## src/rtl/serial_addh_pkg.sv

```systemverilog
// Shared types and helpers for the bit-serial adder.
package serial_addh_pkg;

    typedef enum logic [1:0] {
        IDLE  = 2'b00,
        SHIFT = 2'b01,
        DONE  = 2'b10
    } state_t;

    localparam int WIDTH_MAX = 64;

    function automatic int cnt_width(input int width);
        return $clog2(width) + 1;
    endfunction

endpackage

```

## src/rtl/serial_addh_fa_slice.sv

```systemverilog
// Single-bit full adder built from two half-adder cells and an OR.
module serial_addh_ha (
    input  logic a,
    input  logic b,
    output logic s,
    output logic c
);
    assign s = a ^ b;
    assign c = a & b;
endmodule

module serial_addh_fa_slice (
    input  logic a,
    input  logic b,
    input  logic ci,
    output logic s,
    output logic co
);
    logic s1;
    logic c1;
    logic c2;

    serial_addh_ha u_ha0 (.a(a),  .b(b),  .s(s1), .c(c1));
    serial_addh_ha u_ha1 (.a(s1), .b(ci), .s(s),  .c(c2));

    assign co = c1 | c2;
endmodule

```

## src/rtl/serial_addh_adder.sv

```systemverilog
// Bit-serial WIDTH-bit adder, LSB first, with valid/ready on both sides.
// Define SERIAL_ADDH_SUB_EN to add the SUB input (A-B via inverted B and carry-in of 1).
//
// state | meaning
// IDLE  | waiting for operands, IN_READY high
// SHIFT | one slice evaluation per cycle, WIDTH cycles
// DONE  | result presented, held until OUT_READY
module serial_addh_adder
    import serial_addh_pkg::*;
#(
    parameter int WIDTH = 8
) (
    input  logic             CLK,
    input  logic             RN,
    input  logic             IN_VALID,
    output logic             IN_READY,
    input  logic [WIDTH-1:0] A,
    input  logic [WIDTH-1:0] B,
    output logic             OUT_VALID,
    input  logic             OUT_READY,
    output logic [WIDTH-1:0] SUM,
    output logic             CO
`ifdef SERIAL_ADDH_SUB_EN
    ,
    input  logic             SUB
`endif
);

    localparam int CNT_W = cnt_width(WIDTH);

    if (WIDTH < 1 || WIDTH > WIDTH_MAX) begin : g_width_chk
        $error("serial_addh_adder: WIDTH must be in 1..64");
    end

    state_t             state_q;
    state_t             state_d;
    logic [CNT_W-1:0]   cnt;
    logic [WIDTH-1:0]   a_sh;
    logic [WIDTH-1:0]   b_sh;
    logic [WIDTH-1:0]   acc;
    logic [WIDTH-1:0]   acc_next;
    logic [WIDTH-1:0]   sum_q;
    logic               co_q;
    logic               carry_q;
    logic               s_bit;
    logic               c_bit;
    logic               accept;
    logic               last_bit;

    serial_addh_fa_slice u_slice (
        .a  (a_sh[0]),
        .b  (b_sh[0]),
        .ci (carry_q),
        .s  (s_bit),
        .co (c_bit)
    );

    assign accept   = IN_VALID && (state_q == IDLE);
    assign last_bit = (cnt == CNT_W'(WIDTH - 1));
    // New bit enters at the MSB; after WIDTH shifts bit 0 lands at the LSB.
    assign acc_next = WIDTH'({s_bit, acc} >> 1);

    always_ff @(posedge CLK or negedge RN) begin
        if (!RN) begin
            state_q <= IDLE;
        end else begin
            state_q <= state_d;
        end
    end

    always_comb begin
        state_d = state_q;
        case (state_q)
            IDLE:    if (accept) state_d = SHIFT;
            SHIFT:   if (last_bit) state_d = DONE;
            DONE:    if (OUT_READY) state_d = IDLE;
            default: state_d = IDLE;
        endcase
    end

    always_comb begin
        IN_READY  = (state_q == IDLE);
        OUT_VALID = (state_q == DONE);
    end

    always_ff @(posedge CLK or negedge RN) begin
        if (!RN) begin
            cnt     <= '0;
            a_sh    <= '0;
            b_sh    <= '0;
            acc     <= '0;
            sum_q   <= '0;
            co_q    <= 1'b0;
            carry_q <= 1'b0;
        end else if (accept) begin
            cnt  <= '0;
            a_sh <= A;
`ifdef SERIAL_ADDH_SUB_EN
            b_sh    <= SUB ? ~B : B;
            carry_q <= SUB;
`else
            b_sh    <= B;
            carry_q <= 1'b0;
`endif
        end else if (state_q == SHIFT) begin
            a_sh    <= a_sh >> 1;
            b_sh    <= b_sh >> 1;
            acc     <= acc_next;
            carry_q <= c_bit;
            // Result registers only update on the final bit so SUM/CO hold between ops.
            if (last_bit) begin
                sum_q <= acc_next;
                co_q  <= c_bit;
            end else begin
                cnt <= cnt + 1'b1;
            end
        end
    end

    assign SUM = sum_q;
    assign CO  = co_q;

endmodule

```

## config.mk

```make
export PLATFORM = sky130hd
export DESIGN_NAME = serial_addh_adder
export DESIGN_NICKNAME = d
export VERILOG_FILES = /design/src/rtl/serial_addh_pkg.sv /design/src/rtl/serial_addh_fa_slice.sv /design/src/rtl/serial_addh_adder.sv
export SDC_FILE = /design/constraint.sdc
export NUM_CORES = 1
export LEC_CHECK = 0
export CAP_MARGIN = 10
export CORE_MARGIN = 3
export CORE_UTILIZATION = 45
export DETAILED_ROUTE_END_ITERATION = 8
export DONT_BUFFER_PORTS = 1
export PLACE_DENSITY = 0.65
export SLEW_MARGIN = 10
export SYNTH_ARGS = -nofsm -noshare
export SYNTH_HDL_FRONTEND = slang
export SYNTH_SLANG_ARGS = --single-unit
```

## constraint.sdc

```tcl
create_clock -name CLK -period 1.6 [get_ports CLK]
set_input_delay 0.08 -clock CLK [delete_from_list [all_inputs] [get_ports CLK]]
set_output_delay 0.08 -clock CLK [all_outputs]
set_load 0.1 [all_outputs]
```

==> impl_results.md, run 1 <==
- Port Buf Inserts: 0
- DRC errors left: 0
- Wire per inst: 13.6 um
- Gates resized, CTS repair: 0
- Gate count after technology mapping: 148
- Layout area overhead: 29.4%
- Cell Pwr Density: 2150 nW/um2
- Max Clk Rate: 667 MHz
- DRT Pass-1 Iters: 4
- Routability cong.: 0.834
- RSZ-0062 raised after global routing: false
- Root Driver: clkbuf_8
- Static leakage: 1.09 nW
- Clk pin slew, worst setup/hold paths: 0.07 ns
- TritonCTS Sinks: 39
- Hold Crit Class: input pin to register
- Crit path buf inv count: 1
- Ordered list of cells on the worst path: ha_1, nand3b_1, nor2_4, buf_12, mux2_2
- Ant. Diodes: 0
- Fraction of layout cells with a size suffix above 1: 0.242
- Relative slew slack: 0.766
- Final Net Count: 207
- Crit-path max cell delay: 0.39 ns
- Core box area: 3440 um2
- Setup CP Type: register to register
- Critical path origin: cnt[0]
- Commonest non-fill, non-tap cell in the layout: nand2_1
- Status: complete, no violations
- Post-DP HPWL: 2040 um
- Critical path depth: 5
- Arrival @ worst endpoint: 1.66 ns
- Post-layout util: 0.622
- Routed wire length: 3160 um
- Post-Syn Area: 1660 um2
- Hold Path Stages: 2
- H-tree levels: 2
- MaxCap Viol Count: 0
- Crit end category: register
- Critical path's slowest cell: dfrtp_1
- Die height: 66.7 um
- Final antenna-violating net count: 0
- Post-synth cell types: 31
- Clock buffer depth: 2
- Worst reg2reg startpoint: cnt[0]
- Die width: 66.7 um
- Vias in the first global route: 1214
- Rows: 21
- Hold WS: 0.0826 ns
- Num CTS Buffers: 5
- Drt first-iter violations: 55
- Die area: 4440 um2
- DR vias/cell: 5.15
- Global-route wire length before repair: 5330 um
- Tmin final: 1.50 ns
- Final Setup Violations: 0
- Initial Utilization: 0.481
- Most frequent cells in the layout: 50 x nand2_1, 39 x dfrtp_1, 18 x dlygate4sd3_1
- Gr usage total: 0.161
- Register area share after synthesis: 0.590
- Fillers: 277
- CP required: 1.76 ns
- Worst-Skew Late Latency: 0.28 ns
- Crit-path max FO: 10
- Crit-path leading delay family: flip-flops
- GRT Residual Overflow: 0
- Initial antenna violation count: 0
- CP startpoint kind: register
- Fin. Hold Viols: 0
- R2r worst-path depth: 5
- Synth Area per Inst: 11.2 um2
- Skew final: 0.00579 ns
- Fin. max-slew vios: 0
- Synthesis Warnings: 0
- TritonCTS clock tree: yes
- Flops & latches, synth: 39
- Peak VDD IR: 1050 uV
- Post-synth net total: 170
- Pin count of the biggest net entering global routing: 40
- Ports: 31
- Slew @ Worst Pin: 0.349 ns
- Setup total negative slack: 0 ns
- Via count: 1194
- Hold Crit Start: IN_VALID
- Fin crit share: 0.937
-- final timing paths --
| kind | end | slack [ns] |
|---|---|---|
| max | SUM[2] | 0.10 |
| min | cnt[3] | 0.08 |
| max reg2reg | SUM[2] | 0.10 |
| min reg2reg | acc[1] | 0.47 |
| max in group asynchronous | cnt[1] | 1.14 |
| min in group asynchronous | SUM[4] | 0.27 |
-- power breakdown --
| group | internal (W) | total (W) | switching, W |
|---|---|---|---|
| clock | 0.000504 | 0.000815 | 0.000311 |
| sequential | 0.00138 | 0.00164 | 0.000260 |
| combinational | 0.000722 | 0.00215 | 0.00143 |
-- stage by stage --
stage               power (W)  worst slack, ns  cells  cell area [um2]
finish                0.00461            0.100    232             2140
global route          0.00494           0.0167    232             2140
CTS                   0.00464           0.0503    231             2120
detailed placement    0.00374           0.0604    204             1800
global placement      0.00368            0.132    204             1800
floorplan             0.00329            0.219    148             1660
-- worst register-to-register path, cell delays in order (launching register included) --
cell      delay (ns)
dfrtp_1         0.39
ha_1            0.20
nand3b_1        0.16
nor2_4          0.16
buf_12          0.14
mux2_2          0.34
-- metal layers --
layer | share of wire | vias to the layer above | global-route usage | wire, um
met5 | 0 | - | 0 | 0
met4 | 0.0098 | 0 | 0.0660 | 31
met3 | 0.047 | 5 | 0.0371 | 148
met2 | 0.51 | 32 | 0.267 | 1600
met1 | 0.44 | 582 | 0.202 | 1380
li1 | - | 575 | - | -
-- sequential cells by signal, indices dropped and copies added, names as in the netlist --
register,cells
b_sh,8
cnt,4
SUM,8
acc,7
a_sh,8
state_q,2
carry_q,1
CO,1
-- cells in the mapped netlist --
library cell | n | share of area
a22o_1 | 3 | 0.016
o21bai_2 | 1 | 0.0068
nor2b_1 | 1 | 0.0038
nand3b_1 | 1 | 0.0045
a21oi_2 | 1 | 0.0053
nor2_4 | 1 | 0.0068
and3_1 | 1 | 0.0038
a211o_1 | 1 | 0.0053
nor3b_1 | 1 | 0.0045
buf_4 | 1 | 0.0045
o21ai_0 | 1 | 0.0030
nand2b_1 | 2 | 0.0076
ha_1 | 1 | 0.0076
fa_1 | 1 | 0.012
and2b_2 | 1 | 0.0053
a22oi_1 | 14 | 0.063
inv_1 | 1 | 0.0023
nor2_1 | 1 | 0.0023
nand2_1 | 50 | 0.11
buf_6 | 1 | 0.0068
and3b_1 | 1 | 0.0053
buf_2 | 5 | 0.015
dfrtp_1 | 39 | 0.59
mux2i_1 | 1 | 0.0060
nand3_1 | 2 | 0.0060
nand2b_2 | 1 | 0.0053
mux2_2 | 10 | 0.068
or3_4 | 1 | 0.0068
nor4_1 | 1 | 0.0038
and2b_1 | 1 | 0.0045
a21o_1 | 1 | 0.0045
-- timing repair --
| item | CTS | global route |
|---|---|---|
| setup buffers | 0 | 1 |
| hold buffers | 19 | 0 |
| endpoints found under the setup margin | 0 | 9 |
| hold endpoints to repair | 56 | 0 |
-- area by class of cell --
type | instances | area, um2 | area share
Sequential cell | 39 | 976 | 0.456
Multi-Input combinational cell | 101 | 639 | 0.298
Timing Repair Buffer | 37 | 348 | 0.162
Clock buffer | 6 | 82.6 | 0.0386
Tap cell | 46 | 57.6 | 0.0269
Clock inverter | 2 | 35.0 | 0.0164
Inverter | 1 | 3.75 | 0.00175
-- kinds of logic (layout without fill, tap and decap cells) --
family | count (synthesis) | count (layout) | share of synthesized area
flip-flops | 39 | 39 | 0.590
AO/OA/AOI/OAI | 22 | 22 | 0.104
adder cells (fa/ha/maj) | 2 | 2 | 0.0197
AND/OR/NAND/NOR | 66 | 66 | 0.184
multiplexers | 11 | 11 | 0.0741
buffers and inverters | 8 | 46 | 0.0287
(Power assumes the default switching activity.)
==> inputs of run 2 (changes only) <==
--- a/config.mk
+++ b/config.mk
@@ -11,6 +11,7 @@
 export DETAILED_ROUTE_END_ITERATION = 8
 export DONT_BUFFER_PORTS = 1
 export PLACE_DENSITY = 0.65
+export SETUP_SLACK_MARGIN = 0.5
 export SLEW_MARGIN = 10
 export SYNTH_ARGS = -nofsm -noshare
 export SYNTH_HDL_FRONTEND = slang
==> impl_results.md, run 2 (synthesis results as in run 1) <==
- Status: complete, no violations
- Clock network power share: 0.119
- Worst-Skew Late Latency: 0.29 ns
- Setup total negative slack: 0 ns
- Final instance count without filler cells: 247
- Critical path origin: cnt[0]
- Max Clk Rate: 683 MHz
- Switch share: 0.450
- Routed wire length: 4080 um
- Wire per inst: 16.5 um
- Drt first-iter violations: 56
- Final Setup Violations: 0
- Clock buffer depth: 2
- Hold WS: 0.162 ns
- Logic pwr share: 0.563
- Psw: 0.00245 W
- Fraction of layout cells with a size suffix above 1: 0.502
- Fin crit share: 0.915
- Initial Utilization: 0.481
- Port Buf Inserts: 0
- Die height: 66.7 um
- Slew @ Worst Pin: 0.282 ns
- Share of total power in sequential cells: 0.318
- Layout area overhead: 54.6%
- Vias in the first global route: 1392
- Fin. Hold Viols: 0
- Cell Pwr Density: 2130 nW/um2
- RSZ-0062 raised after global routing: true
- Crit-path leading delay family: flip-flops
- Root Driver: clkbuf_8
- Ordered list of cells on the worst path: ha_2, nand3b_1, nor2_4, buf_12, mux2_2
- Hold Crit Class: input pin to register
- Crit-path max FO: 10
- Commonest non-fill, non-tap cell in the layout: dfrtp_1
- Critical path's slowest cell: dfrtp_1
- Setup CP Type: register to register
- DRC errors left: 0
- TritonCTS clock tree: yes
- Fillers: 221
- Rows: 21
- DRT Pass-1 Iters: 4
- Pin count of the biggest net entering global routing: 40
- Gr usage total: 0.207
- Most frequent cells in the layout: 37 x dfrtp_1, 29 x nand2_1, 18 x dlygate4sd3_1
- Critical path depth: 5
- DR vias/cell: 5.22
- End of the critical path: SUM[0]
- Initial antenna violation count: 0
- Power Internal: 0.00299 W
- Num CTS Buffers: 5
- Hold Path Stages: 4
- Placed instance count: 203
- Static leakage: 1.22 nW
- Post-DP HPWL: 2230 um
- Reg2Reg Setup Slack: 0.14 ns
- Total power: 0.00545 W
- GRT Residual Overflow: 0
- Skew final: 0.00426 ns
- Crit-path max cell delay: 0.38 ns
- MaxCap Viol Count: 0
- Fin. max-slew vios: 0
- Core box area: 3440 um2
- H-tree levels: 2
- R2r worst-path depth: 5
- TritonCTS Sinks: 39
- Final antenna-violating net count: 0
- Ports: 31
- Reg-to-reg endpoint: SUM[0]
- Arrival @ worst endpoint: 1.64 ns
- Peak VDD IR: 1000 uV
- Die width: 66.7 um
- Tmin final: 1.46 ns
- Die area: 4440 um2
- Crit path buf inv count: 1
- CP startpoint kind: register
- Via count: 1289
- Clk pin slew, worst setup/hold paths: 0.07 ns
- Crit end category: register
- Ant. Diodes: 0
- Final Net Count: 222
- Relative slew slack: 0.813
- Global-route wire length before repair: 6670 um
- Worst reg2reg startpoint: cnt[0]
- CP required: 1.77 ns
- Routability cong.: 0.742
run 2: changes by cell type in the layout (fill, tap and decap cells not counted), moves of 2 or more:
cell and change:
buf_6 +10, a22oi_1 -14, buf_4 -2, dfrtp_1 -2, nand2_2 +14, dfrtp_2 +2
nand2_4 +7, buf_12 +5, buf_16 +2, a22oi_2 +14, nand2_1 -21
run 2: worst min-delay path: cells and delay by family:
family,cells,cell delay [ns]
buffers and inverters,1,0.14
AO/OA/AOI/OAI,1,0.09
AND/OR/NAND/NOR,2,0.10
run 2: power by group through the flow:
| stage | Combinational (W) | Clock, W | Sequential [W] |
|---|---|---|---|
| after floorplan | 0.00121 | 0 | 0.00229 |
| after global placement | 0.00215 | 0 | 0.00166 |
| after detailed placement | 0.00220 | 0 | 0.00169 |
| after CTS | 0.00286 | 0.000666 | 0.00169 |
| after global routing | 0.00327 | 0.000715 | 0.00179 |
| final | 0.00307 | 0.000647 | 0.00173 |
run 2: what timing repair did:
item,4_1_cts,5_1_grt
setup endpoints to repair,41,41
setup buffers,14,1
cloned,2,0
pin swaps,21,9
hold buffers,19,0
resized for setup,38,21
hold endpoints to repair,56,0
run 2: final cells by class:
| class | instances | area (um2) | area share |
|---|---|---|---|
| sequential | 39 | 978 | 0.382 |
| timing repair buffer | 52 | 601 | 0.235 |
| tap | 46 | 57.6 | 0.0225 |
| clock buffer | 6 | 72.6 | 0.0283 |
| inverter | 1 | 3.75 | 0.00147 |
| clock inverter | 2 | 12.5 | 0.00489 |
| multi-input combinational | 101 | 835 | 0.326 |
run 2: worst min-delay path by stage:
stage	slack, ns	endpoint	from
floorplan	-0.22	CO	RN
global placement	-0.21	SUM[0]	RN
detailed placement	-0.21	SUM[0]	RN
CTS	0.15	b_sh[0]	IN_VALID
global route	0.17	b_sh[2]	IN_VALID
finish	0.16	b_sh[0]	IN_VALID
run 2: through the flow:
step                 util  setup WS (ns)  instance area (um2)
floorplan               -          0.219                 1760
global placement    0.546          0.134                 1880
detailed placement  0.546         0.0587                 1880
CTS                 0.720          0.162                 2480
global route        0.744         0.0827                 2560
finish              0.744          0.137                 2560
run 2: metal layers:
metal  GRT usage  part of all wire  vias up
met3      0.0658             0.047        6
met4      0.0609             0.012        0
met2       0.363              0.54       28
met5           0                 0        -
li1            -                 -      606
met1       0.240              0.40      649
==> inputs of run 3 (changes only) <==
--- a/config.mk
+++ b/config.mk
@@ -5,14 +5,15 @@
 export SDC_FILE = /design/constraint.sdc
 export NUM_CORES = 1
 export LEC_CHECK = 0
+export BUFFER_PORTS_ARGS = -buffer_cell sky130_fd_sc_hd__buf_2
 export CAP_MARGIN = 10
 export CORE_MARGIN = 3
 export CORE_UTILIZATION = 45
 export DETAILED_ROUTE_END_ITERATION = 8
-export DONT_BUFFER_PORTS = 1
-export PLACE_DENSITY = 0.65
+export PLACE_DENSITY = 0.72
 export SETUP_SLACK_MARGIN = 0.5
 export SLEW_MARGIN = 10
 export SYNTH_ARGS = -nofsm -noshare
 export SYNTH_HDL_FRONTEND = slang
+export SYNTH_HIERARCHICAL = 1
 export SYNTH_SLANG_ARGS = --single-unit
==> impl_results.md, run 3 <==
- Port Buf Inserts: 30
- Simple-gate share of the synthesized area: 0.115
- Placed cell area: 1870 um2
- Relative slew slack: 0.773
- Share of the synthesized area in the top cell type: 0.596
- Post-synthesis mux area share: 0.123
- DRT Pass-1 Iters: 5
- Rows: 21
- Psw: 0.00272 W
- Routability cong.: 0.711
- Post-synth cell types: 25
- Post-synth net total: 156
- Vias in the first global route: 1334
- Root Driver: clkbuf_4
- Worst-Skew Late Latency: 0.36 ns
- Post-DP HPWL: 2160 um
- Share of total power in sequential cells: 0.291
- Logic pwr share: 0.624
- Layout area overhead: 66.8%
- Clk pin slew, worst setup/hold paths: 0.12 ns
- Number of flops mapped to enable cells by yosys: 0
- Async SR Flop Fraction: 1.00
- Tmin final: 1.51 ns
- TritonCTS Sinks: 39
- Gr usage total: 0.218
- Crit-path max FO: 5
- Switch share: 0.432
- Routed wire length: 4980 um
- Slew @ Worst Pin: 0.341 ns
- Area share of fa/ha/maj cells after synthesis: 0.0229
- Fin. Hold Viols: 0
- Final antenna-violating net count: 0
- Most frequent cells in the layout: 37 x dfrtp_1, 31 x nand2_1, 19 x dlygate4sd3_1, 19 x buf_2, 16 x buf_6
- Register area share after synthesis: 0.596
- CP startpoint kind: register
- Worst setup margin: 0.0911 ns
- Final Net Count: 235
- Cell Pwr Density: 2300 nW/um2
- Final instance count without filler cells: 259
- Max Clk Rate: 663 MHz
- Gate count after technology mapping: 133
- Synthesis Warnings: 6
- RSZ-0062 raised after global routing: true
- Post-synth top cells: 39 x dfrtp_1, 32 x nand2_1, 17 x mux2_2
- Flops & latches, synth: 39
- Setup total negative slack: 0 ns
- H-tree levels: 2
- Place WS: 0.0789 ns
- Die height: 66.3 um
- Final Setup Violations: 0
- Global-route wire length before repair: 6870 um
- CP required: 1.84 ns
- Crit end category: register
- Commonest non-fill, non-tap cell in the layout: dfrtp_1
- Synth Area in Compound Gates: 0.108
- Fraction of layout cells with a size suffix above 1: 0.526
- Count leader, synth: dfrtp_1
- GRT Residual Overflow: 0
- Skew final: 0.0171 ns
- Fin. max-slew vios: 0
- Placed instance count: 209
- Die width: 66.3 um
- DR vias/cell: 5.51
- Fillers: 193
- Wire per inst: 19.2 um
- Pin count of the biggest net entering global routing: 19
- Arrival @ worst endpoint: 1.75 ns
- Initial Utilization: 0.479
- Largest family of logic cells by synthesized area: multiplexers
- Hold Crit Class: input pin to async pin
- TritonCTS clock tree: yes
- DRC errors left: 0
- Power Internal: 0.00358 W
- Hold WS: 0.142 ns
- Main synth FF type: dfrtp_1
- Top post-synthesis cells by area: dfrtp_1 60%, mux2_2 12%, nand2_1 7.3%
- Synth Area per Inst: 12.3 um2
- Xor and xnor fraction of the mapped netlist area: 0.00535
- Clock network power share: 0.085
- Setup CP Type: register to register
- Via count: 1426
- Fin area: 2730 um2
- Post-Syn Area: 1640 um2
- Ant. Diodes: 0
- Initial antenna violation count: 0
- Core box area: 3420 um2
- Ports: 31
- Num CTS Buffers: 5
- Peak VDD IR: 1320 uV
- Clock buffer depth: 2
- Drt first-iter violations: 106
- Die area: 4400 um2
- Biggest area consumer among synthesized cells: dfrtp_1
- Static leakage: 1.31 nW
- MaxCap Viol Count: 0
- Status: complete, no violations
- Fin crit share: 0.943
==> run 3: changes by cell type in the layout (fill, tap and decap cells not counted), moves of 4 or more <==
cell	change
mux2_4	+12
clkbuf_4	+5
mux2_2	-5
clkbuf_8	-4
buf_6	+6
buf_8	+4
nand2_2	-14
nand2_4	-6
buf_4	-4
buf_2	+19
==> run 3: cells by family after synthesis <==
| group | Yosys count |
|---|---|
| and+or+nand+nor | 41 |
| DFF | 39 |
| AOI/OAI and AO/OA | 23 |
| muxes | 18 |
| buffers and inverters | 8 |
| adders and majority gates | 3 |
| xor gates and xnor gates | 1 |
==> run 3: final timing paths <==
check | startpoint | end | slack, ns | cells after the start
setup reg to reg | cnt[0] | CO | 0.09 | 5
hold reg to reg | a_sh[1] | a_sh[1] | 0.52 | 2
min in group CLK | IN_VALID | b_sh[4] | 0.21 | 5
setup / recovery | cnt[0] | CO | 0.09 | 5
hold / removal | RN | b_sh[4] | 0.14 | 2
max in group asynchronous | RN | SUM[5] | 0.93 | 3
==> run 3: critical path, cell delays in order, from the launching register on <==
cell and delay (ns):
dfrtp_1 0.41, ha_4 0.17, nand2_4 0.06, nor3b_4 0.25
buf_6 0.18, mux2_4 0.31
==> run 3: through the flow <==
step           total power [W]  utilization
6_report               0.00630        0.800
5_1_grt                0.00657        0.800
4_1_cts                0.00563        0.744
3_5_place_dp           0.00398        0.548
3_3_place_gp           0.00387        0.548
2_1_floorplan          0.00353            -
==> run 3: power by group through the flow <==
stage / Clock [W] / Sequential (W) / Combinational (W)
6_report: 0.000535 / 0.00183 / 0.00393
3_3_place_gp: 0 / 0.00169 / 0.00218
3_5_place_dp: 0 / 0.00172 / 0.00225
2_1_floorplan: 0 / 0.00239 / 0.00114
4_1_cts: 0.000535 / 0.00173 / 0.00337
5_1_grt: 0.000577 / 0.00188 / 0.00411
==> run 3: final cells by class <==
| type | instances | area [um2] | share of cell area |
|---|---|---|---|
| Sequential cell | 39 | 978 | 0.358 |
| Multi-Input combinational cell | 86 | 821 | 0.300 |
| Timing Repair Buffer | 78 | 808 | 0.296 |
| Tap cell | 46 | 57.6 | 0.0211 |
| Clock buffer | 7 | 55.1 | 0.0201 |
| Inverter | 2 | 7.51 | 0.00275 |
| Clock inverter | 1 | 5.00 | 0.00183 |
==> run 3: layer usage <==
layer | part of all wire | track usage | wire, um | vias up
li1 | - | - | - | 625
met4 | 0.020 | 0.0685 | 99 | 0
met2 | 0.53 | 0.362 | 2650 | 54
met5 | 0 | 0 | 0 | -
met1 | 0.40 | 0.278 | 1970 | 736
met3 | 0.052 | 0.0527 | 259 | 11
==> run 3: timing repair <==
item                                   in CTS  in global routing
cloned                                      4                  1
pin swaps                                  11                 28
buffers inserted                           16                  2
setup endpoints to repair                  50                 50
resized for setup                          58                 35
endpoints found under the hold margin      57                  0
hold buffers                               19                  0
